File: src/rtl/beamform_pkg.sv
// Shared types for the beamformer sample path: 19-bit samples grouped into 4-lane frames.
// Used by the 1:4 demux and the matching 4:1 serializer on the return path.
package beamform_pkg;

    localparam int SAMPLE_W = 19;
    localparam int LANES    = 4;
    localparam int SLOT_W   = 2;

    typedef logic [SAMPLE_W-1:0] sample_t;
    typedef sample_t [LANES-1:0] frame_t;

    localparam logic [SLOT_W-1:0] LAST_SLOT = SLOT_W'(LANES - 1);

    // Lane k of a flat frame bus, lane 0 in the least significant bits.
    function automatic sample_t frame_lane(input frame_t f, input int k);
        return f[k];
    endfunction

endpackage

File: src/rtl/demux1to4_stream_if.sv
// Valid/ready stream bundle of configurable width; master drives valid/data,
// slave drives ready.
interface demux1to4_stream_if #(
    parameter int W = 19
);

    logic         valid;
    logic         ready;
    logic [W-1:0] data;

    modport master (
        output valid,
        output data,
        input  ready
    );

    modport slave (
        input  valid,
        input  data,
        output ready
    );

endinterface

File: src/rtl/frame_out_reg.sv
// Valid/ready holding register: loads a word, holds it until accepted, then clears valid.
// can_load tells the producer a load this cycle cannot overwrite an unaccepted word.
module frame_out_reg
    import beamform_pkg::*;
#(
    parameter int W = SAMPLE_W * LANES
) (
    input  logic         clk,
    input  logic         rst_n,
    input  logic         load,
    input  logic [W-1:0] load_data,
    input  logic         out_ready,
    output logic         out_valid,
    output logic [W-1:0] out_data,
    output logic         can_load
);

    assign can_load = !out_valid || out_ready;

    // Data is only ever replaced by a load, so it holds its last value while idle.
    always_ff @(posedge clk) begin
        if (!rst_n) begin
            out_valid <= 1'b0;
            out_data  <= '0;
        end else if (load) begin
            out_valid <= 1'b1;
            out_data  <= load_data;
        end else if (out_valid && out_ready) begin
            out_valid <= 1'b0;
        end
    end

endmodule

File: src/rtl/demux1to4_stream.sv
// 1:4 stream demux: four consecutive samples become one aligned 4-lane frame.
// Optional stall counter enabled by DEMUX_STALL_CNT_EN.
module demux1to4_stream
    import beamform_pkg::*;
#(
    parameter int DATA_W = SAMPLE_W
`ifdef DEMUX_STALL_CNT_EN
    ,
    parameter int STALL_CNT_W = 16
`endif
) (
    input  logic              clk,
    input  logic              rst_n,
    input  logic              flush,
    demux1to4_stream_if.slave  s,
    demux1to4_stream_if.master m,
    output logic [SLOT_W-1:0] slot
`ifdef DEMUX_STALL_CNT_EN
    ,
    output logic [STALL_CNT_W-1:0] stall_cnt
`endif
);

    logic [DATA_W-1:0]   lane0;
    logic [DATA_W-1:0]   lane1;
    logic [DATA_W-1:0]   lane2;
    logic                frame_ready;
    logic                accept;
    logic                load;
    logic [4*DATA_W-1:0] load_data;

    // Only the last slot needs the output register free; earlier slots land in capture lanes.
    assign s.ready   = (slot != LAST_SLOT) || frame_ready;
    assign accept    = s.valid && s.ready && !flush;
    assign load      = accept && (slot == LAST_SLOT);
    assign load_data = {s.data, lane2, lane1, lane0};

    always_ff @(posedge clk) begin
        if (!rst_n) begin
            slot  <= '0;
            lane0 <= '0;
            lane1 <= '0;
            lane2 <= '0;
        end else if (flush) begin
            slot <= '0;
        end else if (accept) begin
            case (slot)
                2'd0:    lane0 <= s.data;
                2'd1:    lane1 <= s.data;
                2'd2:    lane2 <= s.data;
                default: ;
            endcase
            slot <= slot + 1'b1;
        end
    end

    frame_out_reg #(
        .W (4 * DATA_W)
    ) u_frame_out (
        .clk       (clk),
        .rst_n     (rst_n),
        .load      (load),
        .load_data (load_data),
        .out_ready (m.ready),
        .out_valid (m.valid),
        .out_data  (m.data),
        .can_load  (frame_ready)
    );

`ifdef DEMUX_STALL_CNT_EN
    // Saturating; flush deliberately leaves it alone.
    always_ff @(posedge clk) begin
        if (!rst_n) begin
            stall_cnt <= '0;
        end else if (s.valid && !s.ready && (stall_cnt != '1)) begin
            stall_cnt <= stall_cnt + 1'b1;
        end
    end
`endif

endmodule

File: src/flat_wrapper.sv
// flat-port wrapper written by rule: the top's interface ports become plain ports
module demux1to4_stream_flat import beamform_pkg::*;
#(
    parameter int DATA_W = SAMPLE_W

)
  (clk, rst_n, flush, slot, s_valid, s_data, s_ready, m_valid, m_data, m_ready);
  demux1to4_stream_if #(.W((SAMPLE_W))) s_i ();
  demux1to4_stream_if #(.W(4 * (SAMPLE_W))) m_i ();
  input  logic clk;
  input  logic rst_n;
  input  logic flush;
  output logic [SLOT_W-1:0] slot;
  input wire logic [$bits(s_i.valid)-1:0] s_valid;
  input wire logic [$bits(s_i.data)-1:0] s_data;
  output wire logic [$bits(s_i.ready)-1:0] s_ready;
  output wire logic [$bits(m_i.valid)-1:0] m_valid;
  output wire logic [$bits(m_i.data)-1:0] m_data;
  input wire logic [$bits(m_i.ready)-1:0] m_ready;
  assign s_i.valid = s_valid;
  assign s_i.data = s_data;
  assign s_ready = s_i.ready;
  assign m_valid = m_i.valid;
  assign m_data = m_i.data;
  assign m_i.ready = m_ready;
  demux1to4_stream #(.DATA_W(DATA_W)) u_core (.clk(clk), .rst_n(rst_n), .flush(flush), .s(s_i), .m(m_i), .slot(slot));
endmodule
File: config.mk
export PLATFORM = sky130hd
export DESIGN_NAME = demux1to4_stream_flat
export DESIGN_NICKNAME = d
export VERILOG_FILES = /design/src/rtl/beamform_pkg.sv /design/src/rtl/demux1to4_stream_if.sv /design/src/rtl/frame_out_reg.sv /design/src/rtl/demux1to4_stream.sv /design/src/flat_wrapper.sv
export SDC_FILE = /design/constraint.sdc
export NUM_CORES = 1
export LEC_CHECK = 0
export CAP_MARGIN = 0
export CORE_MARGIN = 4
export CORE_UTILIZATION = 40
export DETAILED_ROUTE_END_ITERATION = 8
export GPL_ROUTABILITY_DRIVEN = 0
export HOLD_SLACK_MARGIN = 0.12
export SYNTH_ARGS = -nofsm -noshare
export SYNTH_HDL_FRONTEND = slang
export SYNTH_SLANG_ARGS = --single-unit
File: constraint.sdc
create_clock -name clk -period 2.1 [get_ports clk]
set_input_delay 0.525 -clock clk [delete_from_list [all_inputs] [get_ports clk]]
set_output_delay 0.525 -clock clk [all_outputs]
set_load 0.02 [all_outputs]
==> metrics.md, run 1 <==
| Metric | Value |
|---|---|
| Outcome | complete, no violations |
| Final net count | 612 |
| Layout Skew | 0.00358 ns |
| Crit end category | primary output |
| Seq cells post-synth | 136 |
| Post-Syn Instances | 475 |
| Yosys warning count | 0 |
| Total CTS buffers | 17 |
| Clk Tree Root Cell | clkbuf_16 |
| H-tree Lvls | 4 |
| Setup CP Type | in -> out |
| Largest net degree at the start of global routing | 57 |
| Area grow syn2layout | 37.1% |
| Clock sink count | 136 |
| Synth top area share | 54.3% |
| Post-Route Setup TNS | 0 ns |
| TritonRoute pass-1 iters | 4 |
| Vias in the first global route | 3688 |
| Net Count, Synth | 503 |
| Final setup vio count | 0 |
| Commonest cells post-synth | nand2_1 (152), dfxtp_1 (136), mux2i_1 (133) |
| Synth unique cells | 22 |
| Hold WS | 0.456 ns |
| Ys flop type | dfxtp_1 |
| CTS tree | yes |
| Hold Violations, Final | 0 |
| Total GRT Usage | 16.9% |
| Post-synth top area cell | dfxtp_1 |
| 1st-iter DRT viols | 144 |
| Unrepaired setup endpoints after global routing | false |
| Share of cells above drive strength 1 | 9.05% |
| F_max | 493 MHz |
| Vias | 3557 |
| Ant diodes | 0 |
| Rows | 40 |
| Maximum root-to-sink buffer count | 2 |
| PortBufs | 103 |
| Slowest stage delay, CP | 0.46 ns |
| Core area | 12200 um^2 |
| Post-synth EDFFs | 0 |
| Latest clock arrival within the worst-skew pair | 0.41 ns |
| First-pass GRT wire length | 18800 um |
| Clock slew seen by the registers of the worst setup and hold paths | 0.05 ns |
| Die width | 120 um |
| Critical path, cell by cell | clkdlybuf4s50_1 > and3b_2 > inv_2 > clkdlybuf4s15_2 |
| Async SR Flop Fraction | 0% |
| Worst EP arrival | 1.50 ns |
| Die area | 14400 um^2 |
| Non-Filler Instances | 765 |
| Mapped Area | 5010 um^2 |
| Top delay family on crit path | buffers and inverters |
| Most frequent cell after synthesis | nand2_1 |
| Top Ports | 104 |
| Worst min path class | reg -> reg |
| Crit Path Max Fanout | 2 |
| Critical Path RT | 1.57 ns |
| Avg Inst Size Synth | 10.5 um^2 |
| Antenna-violating nets left | 0 |
| P_leak | 2.98 nW |
| Element type at the critical path start | input pin |
| Final Max Tran Viols | 0 |
| Chip Height | 120 um |
| Worst-margin pin slew | 0.298 ns |
| Max Cap Violations | 0 |
| Setup bufs post-CTS | 0 |
| Max IR drop VDD | 515 uV |
| Crit-path slowest cell | clkdlybuf4s50_1 |
| # placed instances | 733 |
| # DRC | 0 |
| Period minus WS final | 2.03 ns |
| Global route overflow | 0 |
| WL/cell | 14.8 um |
| Final Cycle Share | 96.6% |
| Top post-synthesis cells by area | dfxtp_1 (54%), mux2i_1 (27%), nand2_1 (11%) |
| Filler cell count | 1092 |
| Hpwl dp | 8040 um |
| Starting density of the core | 41.2% |
| Pwr per Cell Area | 838 nW/um^2 |
| CP Buf/Inv Count | 3 |
| Number of vias per cell | 4.65 |
| Relative slew slack | 80.1% |
| Routed wire length | 11300 um |
| Initial antenna violation count | 0 |
| Sequential-to-total area share from yosys stat | 54.3% |
| R2r setup slk | 0.45 ns |
==> state kept, by name, summed over array words and instances, names as in the netlist <==
register                      flops
u_core.u_frame_out.out_data      76
u_core.lane0                     19
u_core.lane1                     19
u_core.lane2                     19
u_core.slot                       2
u_core.u_frame_out.out_valid      1
==> routing by layer <==
layer  share of wire (%)  GRT usage (%)
met5                   0              0
met1                  47           21.0
met3                 3.9           5.23
met4                 1.6           7.09
met2                  48           27.3
==> cells in the final DEF (no fill, tap or decap), types with 3 or more instances in the layout <==
cell             instances
and3_1                   3
mux2i_1                133
clkbuf_16               17
nand2_1                152
clkinv_2                 5
dfxtp_1                134
clkbuf_1                 4
buf_12                   8
clkdlybuf4s50_1        101
bufinv_16                3
buf_4                   11
ha_1                     3
==> power by group <==
part | internal, mW | switching [mW] | total [mW]
clock | 1.92 | 1.02 | 2.94
combinational | 0.0878 | 0.118 | 0.206
sequential | 2.61 | 0.00618 | 2.61
total | 4.61 | 1.15 | 5.76
==> logic make-up (layout without fill, tap and decap cells) <==
kind of cell | after synthesis | count (layout) | share of synthesized area [%]
AOI/OAI and AO/OA | 5 | 5 | 0.649
muxes | 133 | 133 | 26.6
buffers and inverters | 34 | 156 | 4.57
and+or+nand+nor | 163 | 163 | 12.9
DFF | 136 | 136 | 54.3
adders and majority gates | 4 | 4 | 0.999
==> path summary, 6_finish.rpt <==
check                                                  to                                         start  depth (start not counted)
max                                               s_ready                                       m_ready                          4
min          u_core.u_frame_out.out_data[24]$_SDFFE_PN0P_  u_core.u_frame_out.out_data[24]$_SDFFE_PN0P_                          2
max reg2reg                  u_core.lane1[3]$_SDFFE_PN0P_                   u_core.slot[0]$_SDFFE_PP0P_                          7
min reg2reg  u_core.u_frame_out.out_data[24]$_SDFFE_PN0P_  u_core.u_frame_out.out_data[24]$_SDFFE_PN0P_                          2
==> worst reg2reg max path, delay by kind of cell (launching register included) <==
| kind | cells | cell delay, ns |
|---|---|---|
| simple gates | 2 | 0.46 |
| flops | 1 | 0.34 |
| mux | 1 | 0.19 |
| fa+ha+maj | 1 | 0.21 |
| buf+inv | 3 | 0.37 |
==> timing repair <==
action,in CTS,in global routing
hold buffers,0,0
endpoints found under the setup margin,1,1
gates cloned,0,0
resized for setup,3,3
==> metrics by stage <==
stage | power, mW | instance area, um^2 | utilization (%) | worst slack (ns)
after floorplan | 2.78 | 5010 | - | 0.407
after global placement | 2.87 | 6270 | 51.6 | -0.269
after detailed placement | 2.88 | 6270 | 51.6 | -0.276
after CTS | 5.83 | 6870 | 56.5 | 0.0134
after global routing | 5.96 | 6870 | 56.5 | 0.0387
final | 5.76 | 6870 | 56.5 | 0.0710
==> final cells by class <==
class	instances	area [um^2]	share of cell area [%]
Sequential cell	136	2730	39.7
Multi-Input combinational cell	305	2070	30.1
Timing Repair Buffer	121	1260	18.4
Clock buffer	23	468	6.81
Tap cell	168	210	3.06
Clock inverter	9	123	1.78
Inverter	3	11.3	0.164
(Power assumes the default switching activity.)
==> run 2, diff against run 1 <==
Settings changed: GPL_TIMING_DRIVEN set to 0.
==> metrics.md, run 2 (same netlist as run 1, synthesis figures left out) <==
| Metric | Value |
|---|---|
| Outcome | complete, no violations |
| Finished Core Util | 55.5% |
| Final Max Tran Viols | 0 |
| Total GRT Usage | 18.1% |
| 1st-iter DRT viols | 135 |
| Clock sink count | 136 |
| H-tree Lvls | 4 |
| Max IR drop VDD | 413 uV |
| Final setup vio count | 0 |
| Starting density of the core | 41.2% |
| PortBufs | 102 |
| Unrepaired setup endpoints after global routing | false |
| Initial antenna violation count | 0 |
| Hold Violations, Final | 0 |
| Top Ports | 104 |
| Worst Min Path Start | u_core.u_frame_out.out_data[12]$_SDFFE_PN0P_ |
| # DRC | 0 |
| Post-Route Setup TNS | 0 ns |
| Vias in the first global route | 3815 |
| CTS tree | yes |
| Period minus WS final | 2.02 ns |
| Pwr per Cell Area | 806 nW/um^2 |
| First-pass GRT wire length | 20100 um |
| Core area | 12200 um^2 |
| Routed wire length | 12400 um |
| Share of cells above drive strength 1 | 7.10% |
| Clk Tree Root Cell | clkbuf_16 |
| Chip Height | 120 um |
| Filler cell count | 1121 |
| Largest Register | u_core.u_frame_out.out_data |
| Worst min path class | reg -> reg |
| Critical path origin | m_ready |
| TritonRoute pass-1 iters | 7 |
| Die width | 120 um |
| Critical path, cell by cell | clkdlybuf4s50_1 > and3b_2 > inv_2 > buf_2 |
| Hpwl dp | 9030 um |
| Final net count | 624 |
| Worst-margin pin slew | 0.559 ns |
| F_max | 496 MHz |
| R2r startpoint | u_core.slot[0]$_SDFFE_PP0P_ |
| Antenna-violating nets left | 0 |
| Ant diodes | 0 |
| P_leak | 2.91 nW |
| Number of vias per cell | 4.75 |
| Worst EP arrival | 1.49 ns |
| Total CTS buffers | 17 |
| Maximum root-to-sink buffer count | 2 |
| Clock slew seen by the registers of the worst setup and hold paths | 0.05 ns |
| Relative slew slack | 62.7% |
| Most common cell after layout, fill and taps aside | nand2_1 |
| Tot Pwr | 5.44 mW |
| Rows | 40 |
| Element type at the critical path start | input pin |
| Largest net degree at the start of global routing | 17 |
| Largest register FFs | 76 |
| Max Cap Violations | 0 |
| Setup CP Type | in -> out |
| WL/cell | 16.0 um |
| Leading cell types in the layout, fill and taps excluded | nand2_1 (152), dfxtp_1 (136), mux2i_1 (133) |
| Crit Path Max Fanout | 6 |
| Final Cycle Share | 96.0% |
| Global route overflow | 0 |
| Latest clock arrival within the worst-skew pair | 0.41 ns |
| Vias | 3673 |
| Crit-path slowest cell | clkdlybuf4s50_1 |
| Layout Skew | 0.00676 ns |
| Area grow syn2layout | 34.7% |
| Crit end category | primary output |
| Worst Slack Setup Final | 0.0844 ns |
| Die area | 14400 um^2 |
| Critical Path RT | 1.57 ns |
| Setup Slack @ Placement | -0.354 ns |
| Slowest stage delay, CP | 0.48 ns |
run 2: cell count changes in the layout (fill, tap and decap cells not counted), sizes merged:
| cell | delta |
|---|---|
| bufinv | -2 |
| clkdlybuf4s15 | -1 |
| clkinv | -1 |
| clkbuf | +15 |
| buf | -1 |
| clkinvlp | -1 |
run 2: what timing repair did:
item                       CTS  global route
setup endpoints to repair    1             0
buffers inserted             0             0
hold buffers                 0             0
gates resized for setup      4             0
run 2: layout make-up:
| type | count | area [um^2] | share of cell area, % |
|---|---|---|---|
| tap | 168 | 210 | 3.11 |
| clock buffer | 24 | 462 | 6.84 |
| sequential | 136 | 2720 | 40.3 |
| multi-input combinational | 305 | 2060 | 30.5 |
| buffer | 31 | 218 | 3.23 |
| timing repair buffer | 102 | 1020 | 15.1 |
| inverter | 3 | 11.3 | 0.167 |
| clock inverter | 5 | 50.0 | 0.742 |
run 2: critical path, delay by kind of cell:
family	cells	cell delay [ns]
buffers and inverters	3	0.74
AND/OR/NAND/NOR	1	0.22
run 2: power breakdown:
part / internal [mW] / total (mW) / switching [mW] / leakage (nW)
clock: 1.63 / 2.62 / 0.989 / 0.254
combinational: 0.0814 / 0.211 / 0.130 / 1.56
sequential: 2.61 / 2.61 / 0.00620 / 1.10
total: 4.32 / 5.44 / 1.12 / 2.91
run 2: path summary, 6_finish.rpt:
check                           cells past startpoint                                      endpoint  slack [ns]
worst max register to register                      7                 u_core.lane1[11]$_SDFFE_PN0P_        0.38
worst min-delay path                                2  u_core.u_frame_out.out_data[12]$_SDFFE_PN0P_        0.45
worst min register to register                      2  u_core.u_frame_out.out_data[12]$_SDFFE_PN0P_        0.45
worst max-delay path                                4                                       s_ready        0.08
run 2: stage by stage:
| stage | cell area, um^2 | hold slack [ns] | cells |
|---|---|---|---|
| 2_1_floorplan | 5010 | 0.442 | 475 |
| 3_3_place_gp | 6240 | 0.447 | 745 |
| 3_5_place_dp | 6240 | 0.450 | 745 |
| 4_1_cts | 6750 | 0.458 | 774 |
| 5_1_grt | 6750 | 0.476 | 774 |
| 6_report | 6750 | 0.455 | 774 |
run 2: layer usage:
metal / GRT usage [%] / part of all wire [%] / vias to the layer above
met5: 0 / 0 / -
met4: 5.87 / 1.1 / 0
met3: 5.00 / 4.3 / 12
met2: 29.6 / 47 / 78
met1: 23.1 / 47 / 1770
li1: - / - / 1813
==> run 3, diff against run 2 <==
Settings changed: CAP_MARGIN 0 to unset, SKIP_CTS_REPAIR_TIMING set to 1.
==> metrics.md, run 3 (same netlist as run 1, synthesis figures left out) <==
| Metric | Value |
|---|---|
| Largest net degree at the start of global routing | 17 |
| Critical Path RT | 1.57 ns |
| Flop pwr share | 48.0% |
| Clock sink count | 136 |
| Ant diodes | 0 |
| Core area | 12200 um^2 |
| Most common cell after layout, fill and taps aside | nand2_1 |
| Setup Slack @ Placement | -0.354 ns |
| Element type at the critical path start | input pin |
| Top delay family on crit path | buffers and inverters |
| Clock slew seen by the registers of the worst setup and hold paths | 0.05 ns |
| Crit end category | primary output |
| Final Max Tran Viols | 0 |
| Clock power frac | 48.1% |
| Worst EP arrival | 1.50 ns |
| Final setup vio count | 0 |
| Total GRT Usage | 18.1% |
| Crit-path slowest cell | clkdlybuf4s50_1 |
| Hpwl dp | 9030 um |
| Outcome | complete, no violations |
| Relative slew slack | 62.7% |
| Worst-margin pin slew | 0.559 ns |
| Clk Tree Root Cell | clkbuf_16 |
| Starting density of the core | 41.2% |
| Largest Register | u_core.u_frame_out.out_data |
| Vias in the first global route | 3815 |
| Crit Path Max Fanout | 6 |
| Share of cells above drive strength 1 | 7.10% |
| TritonRoute pass-1 iters | 7 |
| # DRC | 0 |
| Max Cap Violations | 0 |
| Final Cycle Share | 96.3% |
| Leading cell types in the layout, fill and taps excluded | nand2_1 (152), dfxtp_1 (136), mux2i_1 (133) |
| Hold WS | 0.455 ns |
| 1st-iter DRT viols | 135 |
| Routed wire length | 12400 um |
| Setup CP Type | in -> out |
| Number of vias per cell | 4.75 |
| Antenna-violating nets left | 0 |
| Top Ports | 104 |
| Maximum root-to-sink buffer count | 2 |
| Vias | 3673 |
| WL/cell | 16.0 um |
| Layout Skew | 0.00676 ns |
| Final net count | 624 |
| Finished Cell Area | 6750 um^2 |
| Placed cell area | 6240 um^2 |
| PortBufs | 102 |
| Latest clock arrival within the worst-skew pair | 0.41 ns |
| Max IR drop VDD | 413 uV |
| Period minus WS final | 2.02 ns |
| Switching Share | 20.7% |
| Largest register FFs | 76 |
| Rows | 40 |
| Critical path, cell by cell | clkdlybuf4s50_1 > and3b_2 > inv_2 > clkbuf_2 |
| Die area | 14400 um^2 |
| Global route overflow | 0 |
| First-pass GRT wire length | 20100 um |
| H-tree Lvls | 4 |
| Area grow syn2layout | 34.7% |
| Comb pwr share | 3.9% |
| Die width | 120 um |
| Pwr per Cell Area | 806 nW/um^2 |
| F_max | 495 MHz |
| Post-Route Setup TNS | 0 ns |
| CTS tree | yes |
| Hold Violations, Final | 0 |
| Total CTS buffers | 17 |
| Psw | 1.13 mW |
| Unrepaired setup endpoints after global routing | false |
| Initial antenna violation count | 0 |
| CP Buf/Inv Count | 3 |
| Worst Slack Setup Final | 0.0780 ns |
| Worst min path class | reg -> reg |
| P_leak | 2.91 nW |
| Chip Height | 120 um |
| Pint | 4.32 mW |
| Slowest stage delay, CP | 0.48 ns |
## run 3: per-layer routing
metal  share of wire, %  GRT usage [%]
met3                4.3           5.00
met5                  0              0
met1                 47           23.1
met4                1.1           5.87
met2                 47           29.6
## run 3: final cells by class
class	count	area (um^2)
Buffer	31	218
Clock buffer	24	462
Clock inverter	5	50.0
Fill cell	1121	5410
Inverter	3	11.3
Multi-Input combinational cell	305	2060
Sequential cell	136	2720
Tap cell	168	210
Timing Repair Buffer	102	1020
## run 3: power groups by stage
| stage | sequential, mW | combinational [mW] | clock, mW |
|---|---|---|---|
| floorplan | 2.67 | 0.112 | 0 |
| global placement | 2.67 | 0.212 | 0 |
| detailed placement | 2.67 | 0.214 | 0 |
| CTS | 2.61 | 0.215 | 2.68 |
| global route | 2.61 | 0.231 | 2.80 |
| finish | 2.61 | 0.211 | 2.62 |
## run 3: worst paths after layout
path	cells after the start	endpoint	start	slack, ns
setup / recovery	4	s_ready	m_ready	0.08
hold / removal	2	u_core.u_frame_out.out_data[12]$_SDFFE_PN0P_	u_core.u_frame_out.out_data[12]$_SDFFE_PN0P_	0.45
setup reg to reg	7	u_core.lane1[11]$_SDFFE_PN0P_	u_core.slot[0]$_SDFFE_PP0P_	0.38
hold reg to reg	2	u_core.u_frame_out.out_data[12]$_SDFFE_PN0P_	u_core.u_frame_out.out_data[12]$_SDFFE_PN0P_	0.45
## run 3: worst reg2reg max path: stages, from the launching register on
cell and delay, ns:
dfxtp_1 0.35, ha_1 0.24, and3b_2 0.22, inv_2 0.09, and3_1 0.19, buf_8 0.17, buf_8 0.18, mux2i_1 0.20
## run 3: through the flow
stage	power [mW]	cells	utilization (%)
floorplan	2.78	475	-
global placement	2.88	745	51.3
detailed placement	2.88	745	51.3
CTS	5.50	774	55.5
global route	5.64	774	55.5
finish	5.44	774	55.5
